### src/rtl/fp_scaleb_pipe_if.sv
// Operand/result handshake bundle for fp_scaleb_pipe; the pipeline is the slave,
// the producer/consumer side is the master.
interface fp_scaleb_pipe_if #(
  parameter int EXP_W  = 8,
  parameter int FRAC_W = 23,
  parameter int B_W    = 16
);
  logic                    in_valid;
  logic                    in_ready;
  logic [EXP_W+FRAC_W:0]   a;
  logic [B_W-1:0]          b;
  logic [EXP_W+FRAC_W:0]   o;
  logic                    out_valid;
  logic                    out_ready;
  logic                    ovf;
  logic                    unf;

  modport master (
    output in_valid, a, b, out_ready,
    input  in_ready, o, out_valid, ovf, unf
  );

  modport slave (
    input  in_valid, a, b, out_ready,
    output in_ready, o, out_valid, ovf, unf
  );
endinterface

### src/rtl/fp_scaleb_pipe.sv
// 3-stage a*2^b pipeline (decode/normalise, exponent add/classify, pack).
// Define FP_SCALEB_SUBNORM_EN for round-to-nearest-even subnormal results; default flushes to zero.
module fp_scaleb_pipe #(
  parameter int EXP_W  = 8,
  parameter int FRAC_W = 23,
  parameter int B_W    = 16
) (
  input  logic            clk,
  input  logic            rst,
  input  logic            ce,
  fp_scaleb_pipe_if.slave bus
);
  localparam int W   = 1 + EXP_W + FRAC_W;
  localparam int EXW = EXP_W + 2;
  localparam int EW2 = EXP_W + B_W + 2;
  localparam int LZW = $clog2(FRAC_W + 1);
  localparam logic signed [EW2-1:0] E_INF = EW2'((2**EXP_W) - 1);
`ifdef FP_SCALEB_SUBNORM_EN
  localparam int SHW = $clog2(FRAC_W + 2);
  localparam int WW  = 2*FRAC_W + 3;
  localparam logic signed [EW2-1:0] E_BIG = EW2'(-(FRAC_W + 1));
`endif

  logic advance;
  assign advance      = ce & (~bus.out_valid | bus.out_ready);
  assign bus.in_ready = advance;

  // ---------------- S1: decode / normalise ----------------
  logic                  sa;
  logic [EXP_W-1:0]      ea;
  logic [FRAC_W-1:0]     fa;
  logic [LZW-1:0]        lz;
  logic                  spec_d;
  logic [W-1:0]          spec_o_d;
  logic signed [EXW-1:0] exp1_d;
  logic [FRAC_W-1:0]     frac1_d;

  assign {sa, ea, fa} = bus.a;

  always_comb begin
    int unsigned msb;
    msb = 0;
    for (int unsigned i = 0; i < FRAC_W; i++)
      if (fa[i]) msb = i;
    lz       = LZW'(FRAC_W - msb);
    spec_d   = (ea == '1) | ((ea == '0) & (fa == '0));
    spec_o_d = bus.a;
    if ((ea == '1) && (fa != '0)) spec_o_d[FRAC_W-1] = 1'b1;
    // Subnormals: shifting by lz pushes the leading one out into the hidden position.
    if (ea == '0) begin
      exp1_d  = EXW'(1) - EXW'(lz);
      frac1_d = fa << lz;
    end else begin
      exp1_d  = EXW'(ea);
      frac1_d = fa;
    end
  end

  logic                  v1, spec1, sign1;
  logic [W-1:0]          spec_o1;
  logic signed [EXW-1:0] exp1;
  logic [FRAC_W-1:0]     frac1;
  logic [B_W-1:0]        b1;

  // ---------------- S2: exponent add / classify ----------------
  logic signed [EW2-1:0] e2;
  assign e2 = $signed({{B_W{exp1[EXW-1]}}, exp1})
            + $signed({{(EXP_W+2){b1[B_W-1]}}, b1});

  logic              v2, spec2, sign2, ovf2, tiny2;
  logic [W-1:0]      spec_o2;
  logic [EXP_W-1:0]  exp2;
  logic [FRAC_W-1:0] frac2;
`ifdef FP_SCALEB_SUBNORM_EN
  logic              big2;
  logic [SHW-1:0]    sh2;
`endif

  // ---------------- S3: shift / round / pack ----------------
  logic [W-1:0] o_nx;
  logic         ovf_nx, unf_nx;
`ifdef FP_SCALEB_SUBNORM_EN
  logic [WW-1:0]     wide;
  logic [FRAC_W:0]   q, r;
  logic              guard, sticky;
`endif

  always_comb begin
    o_nx   = '0;
    ovf_nx = 1'b0;
    unf_nx = 1'b0;
`ifdef FP_SCALEB_SUBNORM_EN
    wide   = '0;
    q      = '0;
    r      = '0;
    guard  = 1'b0;
    sticky = 1'b0;
`endif
    if (spec2) begin
      o_nx = spec_o2;
    end else if (ovf2) begin
      o_nx   = {sign2, {EXP_W{1'b1}}, {FRAC_W{1'b0}}};
      ovf_nx = 1'b1;
    end else if (!tiny2) begin
      o_nx = {sign2, exp2, frac2};
    end else begin
`ifdef FP_SCALEB_SUBNORM_EN
      if (big2) begin
        o_nx   = {sign2, {(W-1){1'b0}}};
        unf_nx = 1'b1;
      end else begin
        wide   = {1'b1, frac2, {(FRAC_W+2){1'b0}}} >> sh2;
        q      = wide[WW-1 -: FRAC_W+1];
        guard  = wide[FRAC_W+1];
        sticky = |wide[FRAC_W:0];
        r      = q + {{FRAC_W{1'b0}}, guard & (sticky | q[0])};
        // A rounding carry lands in r[FRAC_W], which is exactly exp field = 1.
        o_nx   = {sign2, {(EXP_W-1){1'b0}}, r};
        unf_nx = guard | sticky;
      end
`else
      o_nx   = {sign2, {(W-1){1'b0}}};
      unf_nx = 1'b1;
`endif
    end
  end

  always_ff @(posedge clk) begin
    if (rst) begin
      v1            <= 1'b0;
      v2            <= 1'b0;
      bus.out_valid <= 1'b0;
      bus.o         <= '0;
      bus.ovf       <= 1'b0;
      bus.unf       <= 1'b0;
    end else if (advance) begin
      v1 <= bus.in_valid;
      if (bus.in_valid) begin
        spec1   <= spec_d;
        spec_o1 <= spec_o_d;
        sign1   <= sa;
        exp1    <= exp1_d;
        frac1   <= frac1_d;
        b1      <= bus.b;
      end
      v2 <= v1;
      if (v1) begin
        spec2   <= spec1;
        spec_o2 <= spec_o1;
        sign2   <= sign1;
        frac2   <= frac1;
        exp2    <= e2[EXP_W-1:0];
        ovf2    <= (e2 >= E_INF);
        tiny2   <= e2[EW2-1] | (e2 == '0);
`ifdef FP_SCALEB_SUBNORM_EN
        big2    <= (e2 <= E_BIG);
        sh2     <= SHW'(1) - e2[SHW-1:0];
`endif
      end
      bus.out_valid <= v2;
      if (v2) begin
        bus.o   <= o_nx;
        bus.ovf <= ovf_nx;
        bus.unf <= unf_nx;
      end
    end
  end
endmodule

### src/flat_wrapper.sv
// flat-port wrapper written by rule: the top's interface ports become plain ports
module fp_scaleb_pipe_flat 
#(
  parameter int EXP_W  = 8,
  parameter int FRAC_W = 23,
  parameter int B_W    = 16
)
  (clk, rst, ce, bus_in_valid, bus_a, bus_b, bus_out_ready, bus_in_ready, bus_o, bus_out_valid, bus_ovf, bus_unf);
  fp_scaleb_pipe_if #(.EXP_W(EXP_W), .FRAC_W(FRAC_W), .B_W(B_W)) bus_i ();
  input  logic clk;
  input  logic rst;
  input  logic ce;
  input wire logic [$bits(bus_i.in_valid)-1:0] bus_in_valid;
  input wire logic [$bits(bus_i.a)-1:0] bus_a;
  input wire logic [$bits(bus_i.b)-1:0] bus_b;
  input wire logic [$bits(bus_i.out_ready)-1:0] bus_out_ready;
  output wire logic [$bits(bus_i.in_ready)-1:0] bus_in_ready;
  output wire logic [$bits(bus_i.o)-1:0] bus_o;
  output wire logic [$bits(bus_i.out_valid)-1:0] bus_out_valid;
  output wire logic [$bits(bus_i.ovf)-1:0] bus_ovf;
  output wire logic [$bits(bus_i.unf)-1:0] bus_unf;
  assign bus_i.in_valid = bus_in_valid;
  assign bus_i.a = bus_a;
  assign bus_i.b = bus_b;
  assign bus_i.out_ready = bus_out_ready;
  assign bus_in_ready = bus_i.in_ready;
  assign bus_o = bus_i.o;
  assign bus_out_valid = bus_i.out_valid;
  assign bus_ovf = bus_i.ovf;
  assign bus_unf = bus_i.unf;
  fp_scaleb_pipe #(.EXP_W(EXP_W), .FRAC_W(FRAC_W), .B_W(B_W)) u_core (.clk(clk), .rst(rst), .ce(ce), .bus(bus_i));
endmodule
### config.mk
export PLATFORM = sky130hd
export DESIGN_NAME = fp_scaleb_pipe_flat
export DESIGN_NICKNAME = d
export VERILOG_FILES = /design/src/rtl/fp_scaleb_pipe_if.sv /design/src/rtl/fp_scaleb_pipe.sv /design/src/flat_wrapper.sv
export SDC_FILE = /design/constraint.sdc
export NUM_CORES = 1
export LEC_CHECK = 0
export BUFFER_PORTS_ARGS = -buffer_cell sky130_fd_sc_hd__buf_2
export CAP_MARGIN = 30
export CORE_ASPECT_RATIO = 0.75
export CORE_UTILIZATION = 30
export CTS_CLUSTER_SIZE = 12
export DETAILED_ROUTE_END_ITERATION = 8
export PLACE_DENSITY = 0.51
export SETUP_SLACK_MARGIN = 0.4
export SLEW_MARGIN = 0
export SYNTH_ARGS = -nofsm -noshare
export SYNTH_HDL_FRONTEND = slang
export SYNTH_SLANG_ARGS = --single-unit
### constraint.sdc
create_clock -name clk -period 16.4 [get_ports clk]
set_input_delay 0.82 -clock clk [delete_from_list [all_inputs] [get_ports clk]]
set_output_delay 0.82 -clock clk [all_outputs]
set_load 0.01 [all_outputs]
# --- Yosys cells after proc, flatten, opt, wreduce, memory -nomap -nowiden ---
# Cells that the tools add are included.
totals:
  regBits: 186
  inputBits: 53
  out_inout_bits: 36
  elab_cells: 74
classes:
  addsub: 3
  magnitude_cmp: 1
  eq_ne: 1
  n_shift: 1
  mux: 32
  bitwise_logic: 7
  n_reduce_logical: 8
ops:
  columns: ["op", "count"]
  rows:
  - ["$mux W31", 2]
  - ["$mux W5", 7]
  - ["$mux W32", 1]
  - ["$mux W4", 8]
  - ["$ge A26 B9 Y1 const B", 1]
  - ["$logic_not A26 Y1", 1]
  - ["$logic_not A23 Y1", 1]
  - ["$mux W23", 1]
  - ["$reduce_bool A23 Y1", 1]
  - ["$shl A23 B5 Y23", 1]
  - ["$add A9 B16 Y17", 1]
  - ["$mux W3", 4]
  - ["$eq A8 B8 Y1 const B", 1]
  - ["$logic_not A8 Y1", 1]
  - ["$mux W8", 1]
  - ["$mux W1", 6]
  - ["$reduce_and A3 Y1", 2]
  - ["$sub A1 B5 Y6 const A", 1]
  - ["$sub A5 B5 Y5 const A", 1]
  - ["$mux W2", 2]
  - ["$or A1 B1 Y1", 3]
  - ["$and A1 B1 Y1", 2]
  - ["$not A1 Y1", 2]
  - ["$reduce_and A2 Y1", 1]
  - ["$logic_and A1 B1 Y1", 1]

# --- Depth between registers and ports, before layout ---
# Gate-level depths: netlist (run 1).
logic_depth:
  depth_word: 25
  depth_mapped: 13
  depth_no_buf: 10

# --- Least setup slack after synthesis (run 1) ---
# No wires, ideal clock.
synth_timing:
  path_kind: "input to register"
  startpoint: "input rst"
  endpoint: "register u_core.b1[0], enable pin"
  setup_ns: 0.637
  arrival_ns: 6.969
  required_time_ns: 15.763
  setup_slack_ns: 8.794
  path_stages: 2
  path_buffers: 1
  path_cell_list: "clkbuf_1 > nor3b_1"
synth_between:
  elab_chain_len: 2
synth_lines:
  columns: ["item", "line", "source"]
  rows:
  - ["from (decl)", "flat_wrapper.sv:11", "input logic rst;"]
  - ["$not A1 Y1 (no line)", null, null]
  - ["$reduce_and A3 Y1 (no line)", null, null]
  - ["to (signal assigned)", "fp_scaleb_pipe.sv:144", "b1 <= bus.b;"]
  - ["to (decl)", "fp_scaleb_pipe.sv:63", "logic [B_W-1:0] b1;"]
# Every way passes these cells.
# A chain may end at the register's enable or synchronous reset.

# --- Final worst setup path (run 1) ---
layout_timing:
  startpoint: "input bus_a[17]"
  endpoint: "register u_core.frac1[2] (data pin)"
layout_between:
  elab_chain_len: 9
layout_lines:
  columns: ["item", "line", "source"]
  rows:
  - ["from (decl)", "flat_wrapper.sv:14", "input wire logic [$bits(bus_i.a)-1:0] bus_a;"]
  - ["$mux W5 (6 in series)", "fp_scaleb_pipe.sv:44", "if (fa[i]) msb = i;"]
  - ["$sub A5 B5 Y5", "fp_scaleb_pipe.sv:45", "lz = LZW'(FRAC_W - msb);"]
  - ["$shl A23 B5 Y23 (*)", "fp_scaleb_pipe.sv:52", "frac1_d = fa << lz;"]
  - ["$mux W23 (*)", "fp_scaleb_pipe.sv:50", "if (ea == '0) begin"]
  - ["net u_core.frac1_d[2]", "fp_scaleb_pipe.sv:36", "logic [FRAC_W-1:0] frac1_d;"]
  - ["to (signal assigned)", "fp_scaleb_pipe.sv:143", "frac1 <= frac1_d;"]
  - ["to (decl)", "fp_scaleb_pipe.sv:62", "logic [FRAC_W-1:0] frac1;"]
# Mark *: on every way through the listed nets, which the timed path passes. The rest lies on a longest branch.

==> results by group, run 1 <==
Status
  • Outcome: completed

Floorplan
  • Die H: 149 um
  • Die X: between 150 and 200 um
  • Die ar.: roughly 29000 um^2
  • Core area: 28100 um^2
  • # IOs: just under 90
  • Initial core utilization: about 30%
  • Num rows: 53

Route
  • Routed wire length: 23900 um
  • # DRC: 0
  • Total number of vias: 6338
  • Initial DRC Count: around 540
  • DR WL/cell: ~19 um
  • Routed Antenna Nets: 0
  • Total iterations of the first detailed-routing run: 5
  • Via/cell ratio: around 5.2

Synthesis
  • YS warnings: 0
  • Ys flop type: edfxtp_1
  • Seq cells post-synth: 184
  • Synthesized netlist cell count: approximately 760
  • Register area share after synthesis: approximately 60%
  • Post-synth EDFFs: 147
  • Cell Area, Synth: between 8000 and 9000 um^2
  • Most frequent cell after synthesis: edfxtp_1
  • Leading area contributor after synthesis: edfxtp_1
  • Synth top area share: 51.3%
  • Synth top area cells: edfxtp_1, dfxtp_1, nand2_1, a21oi_1, nor2_1
  • Syn_area_per_cell: ~11 um^2
  • Asr flop ratio synth: 0%
  • Mapped Nets: about 830
  • Most common library cells after synthesis: edfxtp_1, nand2_1, nor2_1, a21oi_1, o21ai_0
  • Yosys cell types: between 60 and 70

Power and ir drop
  • Sequential share of power: between 50 and 60%
  • Comb power frac: under 10%
  • Clock power share: between 30% and 40%
  • Psw: 0.254 mW
  • Static Leakage: approximately 3.6 nW
  • Peak VDD IR: between 0.05 and 0.06 mV
  • Pwr dens: ~100 nW/um^2
  • Final total power: around 1 mW
  • Internal power: about 0.74 mW
  • Switching part of the total: between 20% and 30%

STA
  • Final Hold Viols: 0
  • Clock skew: 0.0107 ns
  • Slew @ Worst Pin: approximately 0.88 ns
  • RSZ-0062 raised after global routing: no
  • Hold slack: between 0.4 and 0.5 ns
  • Tmin final: 3.93 ns
  • Sum Neg Setup Slack: 0 ns
  • Max Fclk: approximately 250 MHz
  • Max-slew headroom: about 41%
  • Final Slew Violations: 0
  • Final period util: approximately a quarter
  • Final setup violation count: 0

CTS
  • Clk sinks: roughly 180
  • Post-CTS setup buffers: 0
  • Hold-fix buffer count after cts: 0
  • Clk slew on worst S/H paths: about 0.07 ns
  • Htree depth: 4
  • Clk_lat worst skew: 0.43 ns
  • CTS Buf Count: 17
  • PostCTS Resize Cnt: 0
  • CTS tree: done
  • Clk buf depth: 2
  • Clock root buffer: clkbuf_16

Layout
  • Core Util, Final: a little over a third
  • Nets: 900
  • Fillers: about 2800
  • Finished Layout Cells: ~1200
  • Area delta synth->final: 16.0%
  • Layout cells sized above 1: 17.7%

Placement
  • Post-DP HPWL: around 17000 um
  • GP Congestion: around 0.94
  • Placed Cells incl. Taps: about 1200
  • Port Buffers: 88

Min path
  • Class of the worst hold path: flop to flop

Worst setup path
  • Worst EP arrival: 4.15 ns
  • Worst path slowest cell: or3_1
  • Worst path cell trace: buf_2 > nor4_1 > nand2_1 > a21oi_1 > buf_4 > clkinv_1 > ha_1 > or3_1 > nor2_1 > nand2_1 > o21ai_0
  • Startpoint types: input pin
  • Worst path max stage delay: 0.53 ns
  • Worst Setup End Kind: flop
  • WP data required: about 17 ns
  • Critical path class: input pin to flop
  • CP max FO: 11
  • Most Frequent Cell on Critical Path: nand2_1

Global routing
  • First-pass GRT wire length: 36100 um
  • Initial antenna violation count: 2
  • Vias in the first global route: approximately 5800
  • GRT overflow: 0
  • Tot GR Track Use: ~16%
  • Largest net degree at the start of global routing: between 60 and 70

Run
  • Max-cap viol count: 0
==> cells by family (layout without fill, tap and decap cells) <==
| group | Yosys count | in the layout | share of synthesized area [%] |
|---|---|---|---|
| AND/OR/NAND/NOR | 232 | 232 | 12.5 |
| flip-flops | 184 | 184 | 59.9 |
| multiplexers | 26 | 26 | 3.08 |
| other | 0 | 2 | 0 |
| adder cells (fa/ha/maj) | 19 | 19 | 2.85 |
| buffers and inverters | 69 | 151 | 3.27 |
| AO/OA/AOI/OAI | 220 | 220 | 17.5 |
| XOR/XNOR | 9 | 9 | 0.916 |
==> placed cells by master (no fill, tap or decap), drive strengths merged, types with 3 or more instances in the layout <==
cell type and n:
edfxtp 147, buf 98, nand2 74, nor2 71, a21oi 55, o21ai 41
dfxtp 37, nor3 32, a221oi 31, inv 26, mux2i 22, ha 18
clkbuf 18, o211ai 12, nor4 10, a21o 9, o21a 7, a211oi 7
xnor2 7, o22ai 7, a31oi 7, nand3 7, or4 7, clkinv 7
or3 6, a221o 6, nand2b 5, o31ai 5, o221ai 5, nand4 5
mux2 4, a22oi 4, or2 4, o41ai 4, nor2b 3, a22o 3
and3 3, nor3b 3
==> worst paths after layout <==
check                                                  to                       from  depth (start not counted)  slack [ns]
worst min-delay path            u_core.frac2[7]$_DFFE_PP_  u_core.frac1[7]$_DFFE_PP_                          0        0.42
worst max-delay path            u_core.frac1[2]$_DFFE_PP_                  bus_a[17]                         11       12.47
worst max register to register      u_core.ovf2$_DFFE_PP_     u_core.b1[0]$_DFFE_PP_                         10       13.28
worst min register to register  u_core.frac2[7]$_DFFE_PP_  u_core.frac1[7]$_DFFE_PP_                          0        0.42
==> power by group through the flow <==
stage	clock network (mW)	registers, mW	logic, mW
global placement	0	0.527	0.0908
floorplan	0	0.528	0.0557
CTS	0.399	0.517	0.0900
detailed placement	0	0.528	0.0896
global route	0.416	0.518	0.0991
finish	0.387	0.517	0.0916
==> cell type report <==
type	instances	area [um^2]	share of cell area, %
tap	385	482	4.83
sequential	184	5150	51.6
clock buffer	18	429	4.30
timing repair buffer	98	523	5.24
inverter	21	78.8	0.790
clock inverter	14	118	1.18
antenna	2	5.00	0.0501
multi-input combinational	506	3190	32.0
==> per-stage QoR <==
step	setup WS, ns	cell area, um^2
6_report	12.47	9980
5_1_grt	12.27	9980
4_1_cts	12.57	9960
3_5_place_dp	12.11	9420
3_3_place_gp	12.12	9420
2_1_floorplan	8.79	8610
==> sequential cells by signal (all words and copies together), names as in the netlist <==
signal                count
u_core.spec_o2           32
u_core.frac1             23
u_core.spec2              1
u_core.v1                 1
u_core.bus.ovf            1
u_core.tiny2              1
u_core.frac2             23
u_core.exp1               9
u_core.bus.out_valid      1
u_core.exp2               8
u_core.v2                 1
u_core.spec1              1
u_core.spec_o1           32
u_core.b1                16
u_core.ovf2               1
u_core.bus.o             32
u_core.bus.unf            1
==> worst max-delay path: cells and delay by family <==
| kind | cells | cell delay (ns) |
|---|---|---|
| fa+ha+maj | 1 | 0.52 |
| compound gates | 2 | 0.49 |
| buf+inv | 3 | 0.71 |
| simple gates | 5 | 1.58 |
==> layer usage <==
metal | track usage, % | part of all wire, % | vias up
li1 | - | - | 3056
met1 | 26.7 | 53 | 3026
met2 | 20.5 | 38 | 236
met3 | 4.54 | 8.2 | 20
met4 | 3.99 | 0.86 | 0
met5 | 0 | 0 | -
Note: power is estimated with default switching activity, not from simulation.
==> run 2, diff against run 1 <==
Settings changed: PLACE_DENSITY 0.51 to 0.53.
Clock period 16.4 ns to 3.5 ns, I/O delays scaled along.
==> run 2 against run 1 <==
Compared with the run above:
- global-route usage is 0.16 points higher
- via count is 2.1% higher
- final cell count is 3.1% higher
- sequential share of layout area is 2.3 points lower
- clock-buffer cell count is 1 lower
- critical path depth is 1 lower
- combinational power grew to 5.1 times the previous value
- clock skew is 0.00086 ns lower
- highest routed layer unchanged
- largest cell class unchanged
==> results by group, run 2 (same netlist as run 1, synthesis figures left out) <==
Layout
  • Top Registers: u_core.bus.o x32, u_core.spec_o1 x32, u_core.spec_o2 x32
  • Most frequent cells in the layout: edfxtp_1, buf_2, nand2_1
  • Fillers: about 2800
  • Layout cells sized above 1: 19.2%
  • Nets: 940
  • ANT cells: 0
  • Area delta synth->final: 21.4%
  • Fin area: roughly 10000 um^2
  • Most common cell after layout, fill and taps aside: edfxtp_1

STA
  • Clock skew: approximately 0.01 ns
  • Tmin final: ~3 ns
  • Final Hold Viols: 0
  • Max Fclk: between 300 and 400 MHz
  • Final Slew Violations: 0
  • Max-slew headroom: 28.7%
  • Final setup violation count: 0
  • Hold slack: around 0.018 ns
  • Slew @ Worst Pin: ~1.1 ns
  • RSZ-0062 raised after global routing: no
  • Final period util: 83.8%
  • Sum Neg Setup Slack: 0 ns

Placement
  • Area after DPL: between 9000 and 10000 um^2
  • Port Buffers: ~90
  • Post-DP HPWL: roughly 17000 um
  • GP Congestion: 0.949

Global routing
  • Vias in the first global route: 5949
  • Largest net degree at the start of global routing: 67
  • First-pass GRT wire length: 36300 um
  • Initial antenna violation count: 0
  • Tot GR Track Use: ~17%
  • GRT overflow: 0

Status
  • Outcome: completed

Run
  • Max-cap viol count: 0

CTS
  • Htree depth: 4
  • CTS tree: done
  • Clk buf depth: 2
  • Clk sinks: between 150 and 200
  • Post-CTS setup buffers: 0
  • Clk_lat worst skew: roughly 0.44 ns
  • CTS Buf Count: 17
  • Clock root buffer: clkbuf_16
  • Clk slew on worst S/H paths: about 0.080 ns

Route
  • Via/cell ratio: about 5.1
  • Routed wire length: ~24000 um
  • Routed Antenna Nets: 0
  • DR WL/cell: around 19 um
  • Total iterations of the first detailed-routing run: 5
  • Total number of vias: roughly 6500
  • Initial DRC Count: ~590
  • # DRC: 0

Floorplan
  • Die ar.: roughly 29000 um^2
  • # IOs: 89
  • Core area: about 28000 um^2
  • Initial core utilization: between 30% and 40%
  • Num rows: 53
  • Die X: between 150 and 200 um
  • Die H: 149 um

Worst setup path
  • Worst EP arrival: 3.12 ns
  • Worst path max stage delay: around 0.43 ns
  • Top Family by Delay on Critical Path: compound AO/OA/AOI/OAI gates
  • Critical path class: flop to flop
  • Reg2Reg Setup Slack: about 0.57 ns
  • Worst path cell trace: ha_1 > fa_1 > a211o_1 > o211ai_1 > a21oi_2 > a221o_1 > a21oi_1 > o21bai_1 > a221oi_2 > a31oi_1
  • CP max FO: 3
  • Worst path slowest cell: fa_1
  • CP Buf/Inv Count: 0
  • WP data required: 3.68 ns
  • Worst Setup End Kind: flop
  • Startpoint types: flop

Power and ir drop
  • Pwr dens: between 400 and 500 nW/um^2
  • Peak VDD IR: approximately 0.21 mV
  • Final total power: 4.86 mW
  • Static Leakage: between 3 and 4 nW

Min path
  • Class of the worst hold path: input pin to flop
run 2: changes by cell type in the layout (fill, tap and decap cells not counted), sizes merged:
cell,previous run,this run
clkinvlp,2,0
clkbuf,18,17
dlygate4sd3,0,25
diode,2,0
inv,26,27
clkinv,7,9
buf,98,113
run 2: final timing paths:
| path | from | endpoint | cells past startpoint |
|---|---|---|---|
| setup reg to reg | u_core.b1[0]$_DFFE_PP_ | u_core.ovf2$_DFFE_PP_ | 10 |
| hold / removal | bus_a[5] | u_core.spec_o1[5]$_DFFE_PP_ | 1 |
| setup / recovery | u_core.b1[0]$_DFFE_PP_ | u_core.ovf2$_DFFE_PP_ | 10 |
| hold reg to reg | u_core.frac1[5]$_DFFE_PP_ | u_core.frac2[5]$_DFFE_PP_ | 0 |
run 2: power breakdown:
| part | switching [mW] | internal (mW) | leakage (nW) |
|---|---|---|---|
| clock network | 0.989 | 0.983 | 0.299 |
| logic | 0.298 | 0.170 | 1.85 |
| registers | 0.0162 | 2.40 | 1.64 |
| total | 1.30 | 3.56 | 3.80 |
run 2: area by class of cell:
type	instances	area, um^2	area share [%]
clock buffers	17	425	4.07
clock inverters	15	189	1.81
repair buffers	138	891	8.53
flip-flops and latches	184	5150	49.4
multi-input cells	506	3220	30.9
well taps	385	482	4.61
inverters	21	78.8	0.755
run 2: layer usage:
| metal | up-vias | global-route usage (%) | wire (um) |
|---|---|---|---|
| li1 | 3128 | - | - |
| met1 | 3077 | 26.7 | 12800 |
| met2 | 240 | 20.8 | 9060 |
| met3 | 25 | 4.58 | 1960 |
| met4 | 0 | 4.53 | 312 |
| met5 | - | 0 | 0 |
run 2: repair_timing:
action / CTS / global route
endpoints found under the hold margin: 25 / 0
setup endpoints to repair: 0 / 2
hold buffers: 25 / 0
gates resized for setup: 0 / 2
run 2: per-stage QoR:
stage	instances	setup WS [ns]	util (%)
2_1_floorplan	759	0.414	-
3_3_place_gp	1209	0.482	34.0
3_5_place_dp	1209	0.467	34.0
4_1_cts	1266	0.456	37.1
5_1_grt	1266	0.411	37.1
6_report	1266	0.566	37.1
==> run 3, diff against run 2 <==
Clock period 3.5 ns to 2.5 ns, I/O delays scaled along.
==> run 3 against run 2 <==
Compared with the run above:
- the flow now finishes with violations (negative setup slack)
- sequential share of layout area is 6.5 points lower
- highest routed layer unchanged
- power grew 41%
- clock-buffer cell count increased by 6
- core utilization up 5.7 points
- clock power increased by 28%
- die area unchanged
- final cell count increased by 9.4%
- critical path depth stayed put
==> results by group, run 3 (same netlist as run 1, synthesis figures left out) <==
Status
  • Outcome: finished, violations left
  • Failing checks: negative setup slack

Floorplan
  • Die X: roughly 200 um
  • # IOs: between 80 and 90
  • Die ar.: roughly 30000 um^2
  • Die H: 149 um
  • Core area: 28100 um^2
  • Num rows: 53
  • Initial core utilization: approximately 31%

Route
  • Total iterations of the first detailed-routing run: 5
  • Total number of vias: approximately 7000
  • Initial DRC Count: roughly 660
  • DR WL/cell: approximately 19 um
  • Routed Antenna Nets: 0
  • Routed wire length: 26400 um
  • # DRC: 0
  • Via/cell ratio: about 5.1

STA
  • Worst setup margin: -0.301 ns
  • Final setup violation count: 2
  • Final Hold Viols: 0
  • Tmin final: 2.80 ns
  • Final period util: 112%
  • Slew @ Worst Pin: around 0.8 ns
  • Clock skew: 0.00852 ns
  • Final Slew Violations: 0
  • RSZ-0062 raised after global routing: yes
  • Max Fclk: ~360 MHz
  • Max-slew headroom: between 40% and 50%

CTS
  • Clk sinks: around 180
  • CTS Buf Count: 17
  • Clk slew on worst S/H paths: about 0.07 ns
  • Clk_lat worst skew: approximately 0.42 ns
  • Htree depth: 4
  • Clk buf depth: 2
  • CTS tree: done
  • Clock root buffer: clkbuf_16

Worst setup path
  • Worst Setup End Kind: flop
  • Startpoint types: flop
  • CP max FO: 2
  • Most Frequent Cell on Critical Path: a21oi_2
  • WP data required: 2.66 ns
  • Top Family by Delay on Critical Path: compound AO/OA/AOI/OAI gates
  • Critical path class: flop to flop
  • Worst path cell trace: ha_4 > fa_2 > a211o_1 > o211ai_1 > a21oi_2 > a221o_1 > a21oi_2 > o21bai_1 > a221oi_2 > a31oi_1
  • Worst path max stage delay: approximately 0.42 ns
  • Worst path slowest cell: edfxtp_1
  • CP Buf/Inv Count: 0
  • Worst EP arrival: 2.96 ns

Layout
  • Fin area: 12000 um^2
  • ANT cells: 0
  • Core Util, Final: 42.8%
  • Most common cell after layout, fill and taps aside: edfxtp_1
  • Most frequent cells in the layout: edfxtp_1, buf_4, buf_2
  • Nets: ~1100
  • Area delta synth->final: 39.9%
  • Layout cells sized above 1: a little over a third
  • Top Registers: u_core.bus.o x32, u_core.spec_o1 x32, u_core.spec_o2 x32
  • Fillers: 2728

Power and ir drop
  • Pwr dens: around 570 nW/um^2
  • Comb power frac: roughly 14%
  • Clock power share: 36.7%
  • Switching part of the total: around a quarter
  • Psw: around 1.7 mW
  • Internal power: 5.20 mW
  • Sequential share of power: about 49%
  • Static Leakage: 4.51 nW
  • Peak VDD IR: approximately 0.46 mV

Global routing
  • GRT overflow: 0
  • First-pass GRT wire length: a little under 40000 um
  • Initial antenna violation count: 0
  • Largest net degree at the start of global routing: 68
  • Tot GR Track Use: about 18%
  • Vias in the first global route: ~6600

Placement
  • Area after DPL: 10500 um^2
  • Post-DP HPWL: ~19000 um
  • Pre-CTS WS: -0.253 ns
  • Port Buffers: 88
  • GP Congestion: about 0.94

Run
  • Max-cap viol count: 0

Min path
  • Class of the worst hold path: input pin to flop
run 3: changes by cell type in the layout (fill, tap and decap cells not counted), moves of 6 or more:
| cell | before | now |
|---|---|---|
| a21oi_1 | 54 | 47 |
| o21ai_0 | 38 | 26 |
| buf_4 | 24 | 116 |
| nor2_1 | 71 | 65 |
| buf_2 | 88 | 80 |
| a21oi_2 | 1 | 7 |
| buf_6 | 0 | 17 |
| mux2i_1 | 22 | 13 |
| o21ai_1 | 1 | 12 |
| buf_12 | 1 | 9 |
| nand2_2 | 0 | 8 |
| nand2_1 | 74 | 66 |
run 3: what timing repair did:
action	4_1_cts	5_1_grt
gates resized for setup	14	96
buffers inserted	6	17
endpoints found under the hold margin	29	1
hold buffers	28	1
pin swaps	5	33
endpoints found under the setup margin	18	29
run 3: layer usage:
layer / global-route usage, % / wire [um] / up-vias
li1: - / - / 3370
met1: 28.7 / 13500 / 3371
met2: 24.0 / 11000 / 251
met3: 3.72 / 1790 / 16
met4: 3.99 / 183 / 0
met5: 0 / 0 / -
run 3: path summary, 6_finish.rpt:
path	start	to	slack (ns)	cells after the start
worst min-delay path	bus_a[29]	u_core.exp1[6]$_DFFE_PP_	0.01	2
worst max register to register	u_core.b1[0]$_DFFE_PP_	u_core.ovf2$_DFFE_PP_	-0.30	10
worst min register to register	u_core.frac1[13]$_DFFE_PP_	u_core.frac2[13]$_DFFE_PP_	0.41	0
worst max-delay path	u_core.b1[0]$_DFFE_PP_	u_core.ovf2$_DFFE_PP_	-0.30	10
run 3: power groups by stage:
stage / sequential (mW) / combinational, mW / clock (mW)
final: 3.39 / 0.958 / 2.52
after global routing: 3.40 / 1.02 / 2.70
after CTS: 3.39 / 0.836 / 2.59
after detailed placement: 3.46 / 0.778 / 0
after global placement: 3.46 / 0.783 / 0
after floorplan: 3.46 / 0.413 / 0
run 3: final cells by class:
type / instances / area [um^2] / area share, %
sequential: 184 / 5160 / 42.8
multi-input combinational: 506 / 3750 / 31.2
timing repair buffer: 257 / 2020 / 16.7
clock buffer: 23 / 488 / 4.05
tap: 385 / 482 / 4.00
inverter: 21 / 85.1 / 0.706
clock inverter: 9 / 62.6 / 0.519
run 3: through the flow:
stage                     instances  power [mW]  hold slack, ns  setup TNS (ns)
after floorplan                 759        3.87           0.224          -49.85
after global placement         1301        4.24           0.301           -1.66
after detailed placement       1301        4.24           0.303           -2.15
after CTS                      1367        6.82         0.00290          -0.437
after global routing           1385        7.12          0.0153          -0.703
final                          1385        6.87          0.0104          -0.530
